## src/rtl/sync_fifo_flags.sv

```systemverilog
// Synchronous FIFO with arbitrary depth, occupancy count, almost-full/empty flags,
// selectable standard / first-word-fall-through read and sticky error flags.
module sync_fifo_flags #(
    parameter int FIFO_WIDTH    = 8,
    parameter int FIFO_DEPTH    = 8,
    parameter int AFULL_THRESH  = FIFO_DEPTH - 2,
    parameter int AEMPTY_THRESH = 2,
    parameter bit FWFT          = 1'b0
) (
    input  logic                            CLK,
    input  logic                            RST,
    input  logic [FIFO_WIDTH-1:0]           Data_in,
    input  logic                            Wr_Req,
    input  logic                            Rd_Req,
    input  logic                            Clr_Err,
    output logic [FIFO_WIDTH-1:0]           Data_out,
    output logic                            Rd_Valid,
    output logic                            Full,
    output logic                            Empty,
    output logic                            Almost_Full,
    output logic                            Almost_Empty,
    output logic [$clog2(FIFO_DEPTH+1)-1:0] Count,
    output logic                            Overflow,
    output logic                            Underflow
);

    localparam int PW = $clog2(FIFO_DEPTH);
    localparam int CW = $clog2(FIFO_DEPTH + 1);
    localparam logic [PW-1:0] LAST_IDX = PW'(FIFO_DEPTH - 1);
    localparam logic [CW-1:0] DEPTH_C  = CW'(FIFO_DEPTH);
    localparam logic [CW-1:0] AFULL_C  = CW'(AFULL_THRESH);
    localparam logic [CW-1:0] AEMPTY_C = CW'(AEMPTY_THRESH);

    logic [FIFO_WIDTH-1:0] mem [0:FIFO_DEPTH-1];
    logic [PW-1:0]         wr_ptr;
    logic [PW-1:0]         rd_ptr;
    logic [CW-1:0]         count_q;
    logic [CW-1:0]         count_next;
    logic                  full_q;
    logic                  empty_q;
    logic                  wr_en;
    logic                  rd_en;

    // Requests are qualified by the pre-edge flags: a write while full or a read
    // while empty is dropped (and flagged); neither side is ever back-pressured.
    assign wr_en = Wr_Req & ~full_q;
    assign rd_en = Rd_Req & ~empty_q;

    always_comb begin
        count_next = count_q;
        if (wr_en && !rd_en)
            count_next = count_q + CW'(1);
        else if (rd_en && !wr_en)
            count_next = count_q - CW'(1);
    end

    // Flags are registered from the next count so they line up with Count.
    always_ff @(posedge CLK) begin
        if (RST) begin
            wr_ptr       <= '0;
            rd_ptr       <= '0;
            count_q      <= '0;
            full_q       <= 1'b0;
            empty_q      <= 1'b1;
            Almost_Full  <= 1'b0;
            Almost_Empty <= 1'b1;
            Overflow     <= 1'b0;
            Underflow    <= 1'b0;
        end else begin
            if (wr_en)
                wr_ptr <= (wr_ptr == LAST_IDX) ? '0 : wr_ptr + PW'(1);
            if (rd_en)
                rd_ptr <= (rd_ptr == LAST_IDX) ? '0 : rd_ptr + PW'(1);
            count_q      <= count_next;
            full_q       <= (count_next == DEPTH_C);
            empty_q      <= (count_next == '0);
            Almost_Full  <= (count_next >= AFULL_C);
            Almost_Empty <= (count_next <= AEMPTY_C);
            if (Wr_Req && full_q)
                Overflow <= 1'b1;
            else if (Clr_Err)
                Overflow <= 1'b0;
            if (Rd_Req && empty_q)
                Underflow <= 1'b1;
            else if (Clr_Err)
                Underflow <= 1'b0;
        end
    end

    // Storage is never cleared; reset only blocks a write on that edge.
    always_ff @(posedge CLK) begin
        if (!RST && wr_en)
            mem[wr_ptr] <= Data_in;
    end

    generate
        if (FWFT) begin : g_fwft
            assign Data_out = mem[rd_ptr];
            assign Rd_Valid = ~empty_q;
        end else begin : g_std
            logic [FIFO_WIDTH-1:0] data_q;
            logic                  valid_q;
            always_ff @(posedge CLK) begin
                if (RST) begin
                    data_q  <= '0;
                    valid_q <= 1'b0;
                end else begin
                    valid_q <= rd_en;
                    if (rd_en)
                        data_q <= mem[rd_ptr];
                end
            end
            assign Data_out = data_q;
            assign Rd_Valid = valid_q;
        end
    endgenerate

    assign Full  = full_q;
    assign Empty = empty_q;
    assign Count = count_q;

endmodule
```

## config.mk

```make
export PLATFORM = sky130hd
export DESIGN_NAME = sync_fifo_flags
export DESIGN_NICKNAME = d
export VERILOG_FILES = /design/src/rtl/sync_fifo_flags.sv
export SDC_FILE = /design/constraint.sdc
export NUM_CORES = 1
export LEC_CHECK = 0
export BUFFER_PORTS_ARGS = -buffer_cell sky130_fd_sc_hd__clkbuf_2
export CORE_UTILIZATION = 39
export CTS_CLUSTER_DIAMETER = 80
export DETAILED_ROUTE_END_ITERATION = 7
export GPL_TIMING_DRIVEN = 0
export SETUP_SLACK_MARGIN = 0.1
export SLEW_MARGIN = 20
export SYNTH_ARGS = -nofsm -noshare
export SYNTH_HDL_FRONTEND = slang
export SYNTH_SLANG_ARGS = --single-unit
```

## constraint.sdc

```tcl
create_clock -name CLK -period 5.9 [get_ports CLK]
set_clock_uncertainty 0.2 [all_clocks]
set_input_delay 0.885 -clock CLK [delete_from_list [all_inputs] [get_ports CLK]]
set_output_delay 0.885 -clock CLK [all_outputs]
set_load 0.005 [all_outputs]
```

==> results.cfg <==
[job]
cap_violations = 0

[logic_synthesis]
ys_warn_count = 0
synth_top_area_frac = 0.531
synth_top_cell_by_area = edfxtp_1
yosys_most_used_dff = edfxtp_1
ys_seq_area_frac = 0.669
synth_commonest_cells = edfxtp_1 (64), dfxtp_1 (25), nor2_1 (15), a21oi_1 (14), nand2_1 (10)
avgSynthCellArea_um2 = 16.5
synthMostInstantiatedCell = edfxtp_1
yosys-top-cells-area = edfxtp_1 (53%), dfxtp_1 (14%), mux4_2 (5.6%), mux4_1 (5.1%), mux2i_1 (2.2%)
netlist_instances = 219
synth_edf_count = 64
synth.net_count = 238
ys_types = 39
ys_ff_latch = 89
netlist_area_um2 = 3620
async_flop_share = 0

[die]
rows = 34
ios = 32
core_area_um2 = 8850
start_util = 0.409
dieHeight_um = 98.3
dieArea_um2 = 9670
die_x_um = 98.3

[grt]
grt_max_degree = 16
grt_pass1_wl_um = 10800
grt_overflow = 0
grt_antenna_before_repair = 0
grt_pass1_vias = 1944
grtUsageTotal = 0.154

[clock_tree]
htree_levels = 3
clk_latency_ps = 350
cts-root-buf = clkbuf_8
postCtsHoldBufs = 0
cts_setup_buffers = 0
cts.sink_count = 89
clkTransAtPathRegs_ps = 90
cts_buffers = 9
cts_tree = done
cts_buffer_depth = 2
cts_resized = 0

[setup_path]
cp_max_fo = 10
slowest_delay_ps = 840
crit_path_cell_trace = buf_2 -> inv_1 -> clkbuf_1 -> nand3_1 -> nor2_1
end_kind = register
critPathRequiredTime_ps = 5670
cp-startpoint = RST
cpLargestDelayFamily = simple AND/OR/NAND/NOR gates
critPathSlowestCell = nor2_1
critPathBufInv = 3
crit_path_start_kind = input port
worstSetupPathType = in -> reg
rr_startpoint = Full
critPathArrivalTime_ps = 2630

[pwr]
power_density_nw_per_um2 = 350
peakVddDrop_uv = 148
p_leak_nw = 1.50

[placed_design]
place.gp.congestion = 0.716
dpl.hpwl_um = 4430
io_buffers = 30

[route]
via_per_inst = 5.16
ant_nets = 0
wire_per_inst_um = 17.9
vias = 1934
drt_iter0_drc = 110
drc_errors = 0
firstDrtPassIters = 4
finalWirelength_um = 6710

[sta]
post-route-min-period_ps = 2860
fin_crit_sh = 0.485
slew_violations = 0
rsz0062_at_grt = no
hold-worst-slack_ps = 303
tns_ps = 0
tightestPinTransition_ps = 1030
fmax_ghz = 0.349
setup_viol = 0
hold_violations = 0
slew_headroom = 0.314

[hold_path]
worstHoldStart = Underflow
hold_path_class = reg -> reg

[outcome]
outcome = finished clean

[layout]
nNetsFinal = 281
area_growth_pct = 14.0
diodes = 0
layout-drive-gt1-share = 0.303
==> tightest hold or removal path, delay by kind of cell, from the launching register on <==
family             cells  cell delay (ps)
DFF                    1              330
and+or+nand+nor        1               80
AOI/OAI and AO/OA      1               60
==> cells by family after synthesis <==
kind of cell	after synthesis	share of synthesized area
compound gates	32	0.0619
xor+xnor	3	0.00726
fa+ha+maj	6	0.0207
buf+inv	16	0.0235
flops	89	0.669
mux	27	0.141
simple gates	46	0.0760
==> flip-flops by register name (all words and copies together), names as in the netlist, 3 cells and up <==
signal	count
mem	64
Data_out	8
rd_ptr	3
Count	4
wr_ptr	3
==> path summary, 6_finish.rpt <==
kind | to | slack (ps) | cells past startpoint
max | mem[5][0] | 3040 | 5
min | Underflow | 300 | 2
max reg2reg | mem[2][2] | 3590 | 3
min reg2reg | Underflow | 300 | 2
==> layout make-up <==
type | count | area, um2
clock buffer | 11 | 131
tap | 108 | 135
buffer | 10 | 62.6
inverter | 6 | 22.5
clock inverter | 5 | 63.8
timing repair buffer | 32 | 165
fill | 796 | 4720
multi-input combinational | 114 | 1120
sequential | 89 | 2420
==> stage by stage <==
| step | power (mW) | std cells | util | setup slack, ps | cell area [um2] |
|---|---|---|---|---|---|
| after floorplan | 0.961 | 219 | - | 3210 | 3620 |
| after global placement | 1.04 | 357 | 0.441 | 2270 | 3910 |
| after detailed placement | 1.05 | 359 | 0.444 | 2600 | 3930 |
| after CTS | 1.46 | 375 | 0.466 | 2980 | 4130 |
| after global routing | 1.51 | 375 | 0.466 | 2790 | 4130 |
| final | 1.45 | 375 | 0.466 | 3040 | 4130 |
==> layout by cell type, fill, tap and decap left out, types with 2 or more instances in the layout <==
cell and instances:
a21oi_1 14, a22oi_1 2, a22oi_4 2, and2b_4 2, and3_1 2, buf_2 5
buf_4 3, buf_6 2, clkbuf_1 4, clkbuf_2 30, clkbuf_8 9, clkinv_4 2
dfxtp_1 25, edfxtp_1 64, ha_1 6, inv_1 5, mux2_2 2, mux2i_1 8
mux4_1 7, mux4_2 9, nand2_1 10, nand2b_1 2, nand2b_4 2, nor2_1 15
nor2_8 2, nor2b_1 2, nor3_1 3, nor3_2 2, o21ai_0 8, xnor2_1 2
==> per-layer routing <==
layer	up-vias	share of wire	global-route usage
met5	-	0	0
met4	0	0.016	0.0620
met3	10	0.036	0.0329
met2	46	0.49	0.246
met1	949	0.46	0.207
li1	929	-	-
==> power breakdown <==
part	internal (mW)	total [mW]	switching (mW)
Combinational	0.143	0.291	0.148
Sequential	0.711	0.742	0.0303
Clock	0.199	0.413	0.214
Total	1.05	1.45	0.392
Note: power is estimated with default switching activity, not from simulation.
